--- config.mk ---
export PLATFORM = sky130hd
export DESIGN_NAME = nco_cordic_flat
export DESIGN_NICKNAME = d
export VERILOG_FILES = /design/src/rtl/nco_cordic_if.sv /design/src/rtl/nco_cordic.sv /design/src/flat_wrapper.sv
export SDC_FILE = /design/constraint.sdc
export NUM_CORES = 1
export LEC_CHECK = 0
export ABC_AREA = 1
export CORE_MARGIN = 1.5
export CORE_UTILIZATION = 40
export CTS_BUF_LIST = sky130_fd_sc_hd__clkbuf_2
export DETAILED_ROUTE_END_ITERATION = 16
export PLACE_DENSITY = 0.65
export SLEW_MARGIN = 20
export SYNTH_ARGS = -nofsm -noshare
export SYNTH_HDL_FRONTEND = slang
export SYNTH_SLANG_ARGS = --single-unit
--- constraint.sdc ---
create_clock -name clk -period 3.8 [get_ports clk]
set_input_delay 0.76 -clock clk [delete_from_list [all_inputs] [get_ports clk]]
set_output_delay 0.76 -clock clk [all_outputs]
set_load 0.03 [all_outputs]
--- src/rtl/nco_cordic_if.sv ---
// Sample-request / sample-delivery bundle of the NCO: control words in, one
// sine/cosine pair out on a valid/ready handshake.
interface nco_cordic_if #(
  parameter int W  = 16,
  parameter int PW = 32
);
  logic                en;
  logic                sync;
  logic [PW-1:0]       freq_word;
  logic [PW-1:0]       phase_off;
  logic [W-1:0]        amp;
  logic signed [W:0]   cos_out;
  logic signed [W:0]   sin_out;
  logic                out_valid;
  logic                out_ready;

  // Handshake: a sample pair transfers on any rising edge where out_valid and
  // out_ready are both high; while out_valid=1 and out_ready=0 the pair is frozen.
  modport master (
    output en, sync, freq_word, phase_off, amp, out_ready,
    input  cos_out, sin_out, out_valid
  );
  modport slave (
    input  en, sync, freq_word, phase_off, amp, out_ready,
    output cos_out, sin_out, out_valid
  );
endinterface

--- src/rtl/nco_cordic.sv ---
// Phase-accumulator NCO producing amp*cos/amp*sin through an iterative CORDIC,
// one iteration per clock, with the sample held until downstream takes it.
module nco_cordic #(
  parameter int W    = 16,
  parameter int PW   = 32,
  parameter int ITER = 16
) (
  input  logic         clk,
  input  logic         rst_n,
  nco_cordic_if.slave  s_if,
  output logic [1:0]   state_o
);
  localparam int XW = W + 2;

  typedef enum logic [1:0] {IDLE = 2'd0, ROTATE = 2'd1, DONE = 2'd2} state_t;

  localparam logic [PW-1:0] QTR  = {2'b01, {(PW-2){1'b0}}};
  localparam logic [PW-1:0] HALF = {2'b10, {(PW-2){1'b0}}};
  localparam logic [PW-1:0] TQTR = {2'b11, {(PW-2){1'b0}}};
  localparam logic signed [XW-1:0] SAT_MAX = {2'b00, {W{1'b1}}};
  localparam logic signed [XW-1:0] SAT_MIN = -SAT_MAX;

  state_t                 state_q, state_d;
  logic [PW-1:0]          acc_q;
  logic signed [XW-1:0]   x_q, y_q;
  logic [PW-1:0]          z_q;
  logic [4:0]             iter_q;
  logic signed [W:0]      cos_q, sin_q;
  logic                   valid_q, valid_d;

  logic                   accept, last_iter;
  logic [PW-1:0]          base, theta;
  logic [W+14:0]          prod;
  logic signed [XW-1:0]   x0, x_init, y_init;
  logic [PW-1:0]          z_init;
  logic signed [XW-1:0]   x_sh, y_sh, x_n, y_n;
  logic [PW-1:0]          atan_v, z_n;

  // atan(2^-i) scaled so that 2^32 is one full turn
  function automatic logic [31:0] atan_lut(input logic [4:0] i);
    case (i)
      5'd0:  atan_lut = 32'd536870912;
      5'd1:  atan_lut = 32'd316933406;
      5'd2:  atan_lut = 32'd167458907;
      5'd3:  atan_lut = 32'd85004756;
      5'd4:  atan_lut = 32'd42667331;
      5'd5:  atan_lut = 32'd21354465;
      5'd6:  atan_lut = 32'd10679838;
      5'd7:  atan_lut = 32'd5340245;
      5'd8:  atan_lut = 32'd2670163;
      5'd9:  atan_lut = 32'd1335087;
      5'd10: atan_lut = 32'd667544;
      5'd11: atan_lut = 32'd333772;
      5'd12: atan_lut = 32'd166886;
      5'd13: atan_lut = 32'd83443;
      5'd14: atan_lut = 32'd41722;
      5'd15: atan_lut = 32'd20861;
      5'd16: atan_lut = 32'd10430;
      5'd17: atan_lut = 32'd5215;
      5'd18: atan_lut = 32'd2608;
      5'd19: atan_lut = 32'd1304;
      5'd20: atan_lut = 32'd652;
      5'd21: atan_lut = 32'd326;
      5'd22: atan_lut = 32'd163;
      5'd23: atan_lut = 32'd81;
      default: atan_lut = 32'd0;
    endcase
  endfunction

  function automatic logic signed [W:0] sat(input logic signed [XW-1:0] v);
    if (v > SAT_MAX)      sat = SAT_MAX[W:0];
    else if (v < SAT_MIN) sat = SAT_MIN[W:0];
    else                  sat = v[W:0];
  endfunction

  assign accept    = s_if.en && ((state_q == IDLE) || (state_q == DONE && s_if.out_ready));
  assign last_iter = (state_q == ROTATE) && (iter_q == 5'(ITER - 1));

  // FSM: state register
  always_ff @(posedge clk or negedge rst_n) begin
    if (!rst_n) state_q <= IDLE;
    else        state_q <= state_d;
  end

  // FSM: next state
  always_comb begin
    state_d = state_q;
    case (state_q)
      IDLE:    if (accept) state_d = ROTATE;
      ROTATE:  if (last_iter) state_d = DONE;
      DONE:    if (s_if.out_ready) state_d = s_if.en ? ROTATE : IDLE;
      default: state_d = IDLE;
    endcase
  end

  // FSM: outputs
  always_comb begin
    valid_d = valid_q;
    if (last_iter)                                 valid_d = 1'b1;
    else if (state_q == DONE && s_if.out_ready)    valid_d = 1'b0;
  end

  // Quadrant pre-rotation leaves the CORDIC only a 0..90 degree residual
  assign base  = s_if.sync ? '0 : acc_q;
  assign theta = base + s_if.phase_off;
  assign prod  = (W+15)'(s_if.amp) * (W+15)'(19898);
  assign x0    = XW'(prod >> 15);

  always_comb begin
    x_init = x0;
    y_init = '0;
    z_init = theta;
    case (theta[PW-1:PW-2])
      2'd1: begin x_init = '0;  y_init = x0;  z_init = theta - QTR;  end
      2'd2: begin x_init = -x0; y_init = '0;  z_init = theta - HALF; end
      2'd3: begin x_init = '0;  y_init = -x0; z_init = theta - TQTR; end
      default: ;
    endcase
  end

  assign x_sh   = x_q >>> iter_q;
  assign y_sh   = y_q >>> iter_q;
  assign atan_v = PW'(atan_lut(iter_q) >> (32 - PW));

  always_comb begin
    if (!z_q[PW-1]) begin
      x_n = x_q - y_sh;
      y_n = y_q + x_sh;
      z_n = z_q - atan_v;
    end else begin
      x_n = x_q + y_sh;
      y_n = y_q - x_sh;
      z_n = z_q + atan_v;
    end
  end

  always_ff @(posedge clk or negedge rst_n) begin
    if (!rst_n) begin
      acc_q   <= '0;
      x_q     <= '0;
      y_q     <= '0;
      z_q     <= '0;
      iter_q  <= '0;
      cos_q   <= '0;
      sin_q   <= '0;
      valid_q <= 1'b0;
    end else begin
      if (accept) begin
        acc_q  <= base + s_if.freq_word;
        x_q    <= x_init;
        y_q    <= y_init;
        z_q    <= z_init;
        iter_q <= '0;
      end else if (state_q == ROTATE) begin
        x_q    <= x_n;
        y_q    <= y_n;
        z_q    <= z_n;
        iter_q <= iter_q + 5'd1;
      end
      if (last_iter) begin
        cos_q <= sat(x_n);
        sin_q <= sat(y_n);
      end
      valid_q <= valid_d;
    end
  end

  assign s_if.cos_out   = cos_q;
  assign s_if.sin_out   = sin_q;
  assign s_if.out_valid = valid_q;
  assign state_o        = state_q;
endmodule

--- src/flat_wrapper.sv ---
// flat-port wrapper written by rule: the top's interface ports become plain ports
module nco_cordic_flat 
#(
  parameter int W    = 16,
  parameter int PW   = 32,
  parameter int ITER = 16
)
  (clk, rst_n, state_o, s_if_en, s_if_sync, s_if_freq_word, s_if_phase_off, s_if_amp, s_if_out_ready, s_if_cos_out, s_if_sin_out, s_if_out_valid);
  nco_cordic_if #(.W(W), .PW(PW)) s_if_i ();
  input  logic clk;
  input  logic rst_n;
  output logic [1:0] state_o;
  input wire logic [$bits(s_if_i.en)-1:0] s_if_en;
  input wire logic [$bits(s_if_i.sync)-1:0] s_if_sync;
  input wire logic [$bits(s_if_i.freq_word)-1:0] s_if_freq_word;
  input wire logic [$bits(s_if_i.phase_off)-1:0] s_if_phase_off;
  input wire logic [$bits(s_if_i.amp)-1:0] s_if_amp;
  input wire logic [$bits(s_if_i.out_ready)-1:0] s_if_out_ready;
  output wire logic [$bits(s_if_i.cos_out)-1:0] s_if_cos_out;
  output wire logic [$bits(s_if_i.sin_out)-1:0] s_if_sin_out;
  output wire logic [$bits(s_if_i.out_valid)-1:0] s_if_out_valid;
  assign s_if_i.en = s_if_en;
  assign s_if_i.sync = s_if_sync;
  assign s_if_i.freq_word = s_if_freq_word;
  assign s_if_i.phase_off = s_if_phase_off;
  assign s_if_i.amp = s_if_amp;
  assign s_if_i.out_ready = s_if_out_ready;
  assign s_if_cos_out = s_if_i.cos_out;
  assign s_if_sin_out = s_if_i.sin_out;
  assign s_if_out_valid = s_if_i.out_valid;
  nco_cordic #(.W(W), .PW(PW), .ITER(ITER)) u_core (.clk(clk), .rst_n(rst_n), .s_if(s_if_i), .state_o(state_o));
endmodule
==> results.py, run 1 <==
metrics = {
    "run_status": {
        "status": "finished, violations left",
        "violations": "negative setup slack",
    },
    "clock_network": {
        "clock_latency_ns": 1.08,
        "numCtsBuffers": 17,
        "worst_setup_hold_path_clk_slew_ns": 0.30,
        "cts_buffer_depth": 2,
        "root_buffer": "clkbuf_2",
        "htreeDepth": 4,
        "cts.sinks": 142,
        "tritoncts": "built",
    },
    "global_route": {
        "grt_pass1_wl_um": 131400,
        "grt_max_degree": 75,
        "overflow": 0,
        "grt_antenna_before_repair": 2,
        "groute.usage.overall_pct": 29.30,
        "grt_pass1_vias": 25373,
    },
    "yosys": {
        "synth.cell_area_sq_um": 22160,
        "synth_edf_count": 0,
        "synth-xor-area-share_pct": 5.692,
        "synth_nets": 3793,
        "synth_top_area_share_pct": 16.04,
        "synthAdderAreaFrac_pct": 22.72,
        "syn_inst": 3362,
        "syn-mean-instance-area_sq_um": 6.590,
        "synth_mux_area_share_pct": 0,
        "synth.area.top_cells": "dfrtp_1 (16%), nand2_1 (15%), ha_1 (14%)",
        "synth_top_area_cell": "dfrtp_1",
        "ys_seq_elements": 142,
        "ys_async_sr_fraction_pct": 100.0,
        "synth_cell_types": 60,
        "synth_compound_area_share_pct": 15.16,
        "ys_seq_area_share_pct": 16.04,
        "yosys_warnings": 0,
        "yosys.area_share.simple_pct": 29.80,
        "synth_flop_cell": "dfrtp_1",
        "synth_top_family_by_area": "simple AND/OR/NAND/NOR gates",
    },
    "worst_hold_path": {
        "hold_class": "input pin to flip-flop",
        "hp-start": "s_if_out_ready",
    },
    "place": {
        "dp_hpwl_um": 66080,
        "portBuffers": 121,
        "place_congestion": 0.9955,
    },
    "worst_setup_path": {
        "slowest_delay_ns": 0.55,
        "crit_required_ns": 4.76,
        "arrival_ns": 6.22,
        "startpoint": "s_if_amp[9]",
        "crit_path_max_fanout": 4,
        "critPathKind": "input pin to flip-flop",
        "cp-end-kind": "flip-flop",
        "timing.rr.start": "u_core.iter_q[0]",
        "slowest_stage": "fa_1",
        "path_common_cell": "fa_1",
        "start_kind": "input pin",
    },
    "sta": {
        "max-slew-margin-rel_pct": 42.79,
        "tns_ns": -92.71,
        "finalMaxSlewViolations": 0,
        "max_slew.worst_pin.slew_ns": 0.8582,
        "hold_slack_ns": 0.2220,
        "skew_ns": 0.05886,
        "timing.final.crit_share_pct": 138.3,
        "setup_viol": 97,
        "setup_ws_ns": -1.455,
        "period_minus_slack_ns": 5.255,
        "max_freq_ghz": 0.1903,
        "hold_violations": 0,
        "rsz0062_at_grt": "true",
    },
    "floorplanning": {
        "coreArea_sq_um": 54880,
        "chipWidth_um": 238.4,
        "initial_utilization_pct": 40.37,
        "rows": 86,
        "die_y_um": 238.4,
        "ios": 122,
        "die_area_sq_um": 56810,
    },
    "detailed_routing": {
        "remaining_drc_errors": 0,
        "first_iter_violations": 1836,
        "vias": 26775,
        "wirelength_um": 88320,
        "ant_nets": 0,
        "wl_per_cell_um": 17.19,
        "via_per_inst": 5.211,
        "drt_pre_antenna_iters": 6,
    },
    "layout": {
        "syn_to_final_growth_pct": 60.54,
        "finalNetCount": 4851,
        "layout-drive-gt1-share_pct": 39.03,
    },
    "flow_run": {
        "drv_cap": 0,
    },
}
timing repair:
item / 4_1_cts / 5_1_grt
hold buffers: 1 / 0
buffers inserted: 85 / 78
pin swaps: 230 / 289
gates resized for setup: 381 / 495
endpoints found under the setup margin: 98 / 98
gates cloned: 6 / 1
hold endpoints to repair: 72 / 0
registers in the layout, indices dropped and copies added (netlist names):
| signal | cells |
|---|---|
| u_core.acc_q | 32 |
| u_core.z_q | 32 |
| u_core.x_q | 18 |
| u_core.y_q | 18 |
| u_core.s_if.cos_out | 17 |
| u_core.s_if.sin_out | 17 |
| u_core.iter_q | 5 |
| u_core.state_o | 2 |
| u_core.s_if.out_valid | 1 |
final cells by class:
class | instances | area [sq um]
multi-input cells | 2648 | 19680
fillers | 4639 | 19310
repair buffers | 1119 | 9296
flip-flops and latches | 142 | 3556
inverters | 492 | 1932
well taps | 704 | 880.8
clock inverters | 15 | 136.4
clock buffers | 17 | 85.08
diodes | 1 | 2.502
placed cells by master (no fill, tap or decap), drive strengths merged, types with 52 or more instances in the layout:
master / instances
buf: 1006
nand2: 902
inv: 492
nor2: 297
nand3: 260
ha: 252
a21oi: 225
o21ai: 215
dfrtp: 142
clkdlybuf4s50: 105
fa: 94
xor2: 86
xnor2: 52
routing by layer:
metal / wire, um / global-route usage (%)
met1: 38380 / 38.71
met2: 41420 / 48.57
met3: 4680 / 4.246
met4: 3832 / 10.53
met5: 13 / 0
worst max-delay path: cells and delay by family:
family | cells | cell delay, ns
simple gates | 13 | 1.50
buf+inv | 10 | 0.87
compound gates | 1 | 0.08
fa+ha+maj | 7 | 3.00
logic make-up (layout without fill, tap and decap cells):
group / count (synthesis) / after routing
other: 0 / 1
DFF: 142 / 142
xor gates and xnor gates: 138 / 138
and+or+nand+nor: 1563 / 1567
adders and majority gates: 346 / 346
AOI/OAI and AO/OA: 597 / 597
buffers and inverters: 576 / 1643
synth_stat cells, types with 15 or more instances:
library cell	count
a21o_1	18
dfrtp_1	142
clkbuf_1	45
nand3_1	248
ha_1	252
o22ai_1	19
inv_1	477
xor2_1	79
nor3_1	32
o21ai_0	200
o21bai_1	26
or2_2	24
buf_6	17
fa_1	94
xnor2_1	52
a31oi_1	34
nor2_1	277
a21oi_1	225
nor4_1	15
nand4_1	21
nand2_1	889
final timing paths:
kind,slack [ns],cells past startpoint,to
max in group asynchronous,2.71,3,u_core.acc_q[25]
setup / recovery,-1.46,31,u_core.x_q[17]
hold / removal,0.22,2,u_core.state_o[1]
min in group asynchronous,0.23,2,u_core.s_if.out_valid
hold reg to reg,0.51,2,u_core.s_if.sin_out[8]
setup reg to reg,-0.92,35,u_core.s_if.cos_out[1]
through the flow:
step / std cells / util (%) / instance area, sq um / setup WS, ns
final: 5138 / 64.82 / 35570 / -1.455
after detailed placement: 4953 / 56.17 / 30820 / -3.029
after global routing: 5138 / 64.82 / 35570 / -1.591
after floorplan: 3362 / - / 22680 / -2.109
after global placement: 4953 / 56.17 / 30820 / -2.978
after CTS: 5071 / 60.45 / 33170 / -1.253
Power of run 1 is not shown: default switching activity piles up to over one toggle a cycle in this logic, so the estimate is an artifact.
==> run 2, diff against run 1 <==
--- a/config.mk
+++ b/config.mk
@@ -6,11 +6,13 @@
 export NUM_CORES = 1
 export LEC_CHECK = 0
 export ABC_AREA = 1
+export ABC_CLOCK_PERIOD_IN_PS = 5400
 export CORE_MARGIN = 1.5
 export CORE_UTILIZATION = 40
 export CTS_BUF_LIST = sky130_fd_sc_hd__clkbuf_2
 export DETAILED_ROUTE_END_ITERATION = 16
-export PLACE_DENSITY = 0.65
+export PLACE_DENSITY = 0.63
+export RECOVER_POWER = 50
 export SLEW_MARGIN = 20
 export SYNTH_ARGS = -nofsm -noshare
 export SYNTH_HDL_FRONTEND = slang
==> constraint.sdc (replaced) <==
create_clock -name clk -period 5.4 [get_ports clk]
set_input_delay 1.08 -clock clk [delete_from_list [all_inputs] [get_ports clk]]
set_output_delay 1.08 -clock clk [all_outputs]
set_load 0.03 [all_outputs]
==> results.py, run 2 (synthesis results as in run 1) <==
metrics = {
    "clock_network": {
        "cts_buffer_depth": 2,
        "htreeDepth": 4,
        "numCtsBuffers": 17,
        "cts.sinks": 142,
        "root_buffer": "clkbuf_2",
        "clock_latency_ns": 1.07,
        "tritoncts": "built",
        "worst_setup_hold_path_clk_slew_ns": 0.18,
    },
    "worst_setup_path": {
        "critPathBufInv": 11,
        "r2r_slack_ns": 0.43,
        "arrival_ns": 6.43,
        "cp_num_cells": 37,
        "start_kind": "input pin",
        "timing.rr.start": "u_core.iter_q[0]",
        "slowest_stage": "fa_1",
        "critical_path.top_delay_family": "adder cells",
        "r2r_cells": 35,
        "rr_endpoint": "u_core.s_if.cos_out[1]",
        "crit_required_ns": 6.30,
        "cp-end-kind": "flip-flop",
        "slowest_delay_ns": 0.52,
        "critPathKind": "input pin to flip-flop",
        "crit_path_max_fanout": 4,
    },
    "detailed_routing": {
        "via_per_inst": 5.217,
        "remaining_drc_errors": 0,
        "vias": 23000,
        "drt_pre_antenna_iters": 5,
        "wl_per_cell_um": 16.57,
        "wirelength_um": 73060,
        "first_iter_violations": 1488,
        "ant_nets": 0,
    },
    "sta": {
        "setup_viol": 23,
        "max_slew.worst_pin.slew_ns": 3.963,
        "skew_ns": 0.09042,
        "hold_violations": 0,
        "rsz0062_at_grt": "true",
        "tns_ns": -1.462,
        "period_minus_slack_ns": 5.535,
        "setup_ws_ns": -0.1346,
        "max_freq_ghz": 0.1807,
        "finalMaxSlewViolations": 85,
        "timing.final.crit_share_pct": 102.5,
        "max-slew-margin-rel_pct": -164.2,
    },
    "floorplanning": {
        "initial_utilization_pct": 40.37,
        "chipWidth_um": 238.4,
        "ios": 122,
        "die_y_um": 238.4,
        "die_area_sq_um": 56810,
        "rows": 86,
        "coreArea_sq_um": 54880,
    },
    "place": {
        "portBuffers": 121,
        "dp_hpwl_um": 58650,
        "place_congestion": 0.9859,
        "post_dp_cell_area_sq_um": 25790,
    },
    "layout": {
        "nFillCells": 5641,
        "layout_commonest_cell": "nand2_1",
        "finalNetCount": 4120,
        "multi_input_area_sq_um": 17260,
        "layout-drive-gt1-share_pct": 16.05,
        "seq_area_sq_um": 3556,
        "final_cell_mix": "nand2_1 (851), inv_1 (440), nor2_1 (260)",
        "top_regs": "u_core.acc_q x32, u_core.z_q x32",
        "finalInstanceArea_sq_um": 27150,
        "syn_to_final_growth_pct": 22.53,
    },
    "flow_run": {
        "drv_cap": 1,
    },
    "worst_hold_path": {
        "hp-start": "u_core.s_if.cos_out[3]",
        "hold_depth": 2,
        "min_to": "u_core.s_if.cos_out[3]",
        "hold_class": "flip-flop to flip-flop",
    },
    "run_status": {
        "violations": "max-capacitance violations, max-slew violations, negative setup slack",
        "status": "finished, violations left",
    },
    "global_route": {
        "grt_pass1_wl_um": 115500,
        "overflow": 0,
        "grt_max_degree": 85,
        "grt_antenna_before_repair": 2,
        "groute.usage.overall_pct": 25.69,
        "grt_pass1_vias": 21948,
    },
}
run 2: timing repair:
| item | 4_1_cts | 5_1_grt |
|---|---|---|
| endpoints found under the hold margin | 20 | 0 |
| gates resized for setup | 113 | 158 |
| gates cloned | 0 | 1 |
| setup endpoints to repair | 36 | 50 |
| setup buffers | 27 | 7 |
| pin swaps | 52 | 87 |
| hold buffers | 1 | 0 |
run 2: worst max path at each step:
stage          slack, ns          from        endpoint
5_1_grt            -0.32   s_if_amp[7]  u_core.x_q[15]
3_3_place_gp       -1.67  s_if_amp[10]   u_core.y_q[8]
6_report           -0.13   s_if_amp[7]   u_core.x_q[8]
4_1_cts            -0.06   s_if_amp[7]  u_core.x_q[10]
2_1_floorplan      -0.83   s_if_amp[9]   u_core.x_q[8]
3_5_place_dp       -1.79   s_if_amp[9]   u_core.x_q[8]
run 2: routing by layer:
layer | vias to the layer above | GRT usage, % | share of wire [%]
li1 | 11604 | - | -
met1 | 10650 | 35.49 | 47
met5 | - | 0 | 0
met4 | 0 | 7.806 | 2.8
met2 | 634 | 41.60 | 45
met3 | 112 | 3.401 | 5.3
run 2: layout make-up:
cell class,count,share of cell area (%)
Sequential cell,142,13.10
Clock inverter,13,0.5162
Tap cell,704,3.245
Timing Repair inverter,1,0.01843
Timing Repair Buffer,391,12.30
Inverter,492,6.881
Clock buffer,19,0.3503
Multi-Input combinational cell,2644,63.57
Antenna cell,3,0.02765
run 2: tightest hold or removal path: cells and delay by family, from the launching register on:
| family | cells | cell delay [ns] |
|---|---|---|
| flip-flops | 1 | 0.38 |
| AND/OR/NAND/NOR | 2 | 0.11 |
run 2: metrics by stage:
stage	hold slack [ns]	setup slack (ns)	util [%]	std cells
finish	0.5031	-0.1346	49.47	4409
detailed placement	0.4646	-1.788	47.00	4338
global route	0.5272	-0.3162	49.47	4409
CTS	0.4947	-0.05852	48.29	4398
global placement	0.4613	-1.669	47.00	4338
floorplan	0.4491	-0.8289	-	3362
Power of run 2 is left out for the same reason.
==> run 3, diff against run 2 <==
--- a/config.mk
+++ b/config.mk
@@ -6,7 +6,6 @@
 export NUM_CORES = 1
 export LEC_CHECK = 0
 export ABC_AREA = 1
-export ABC_CLOCK_PERIOD_IN_PS = 5400
 export CORE_MARGIN = 1.5
 export CORE_UTILIZATION = 40
 export CTS_BUF_LIST = sky130_fd_sc_hd__clkbuf_2
==> results of run 3 <==
Same layout as run 2: the final DEF is identical, and so are final timing and power.
Power of run 3 is left out for the same reason.
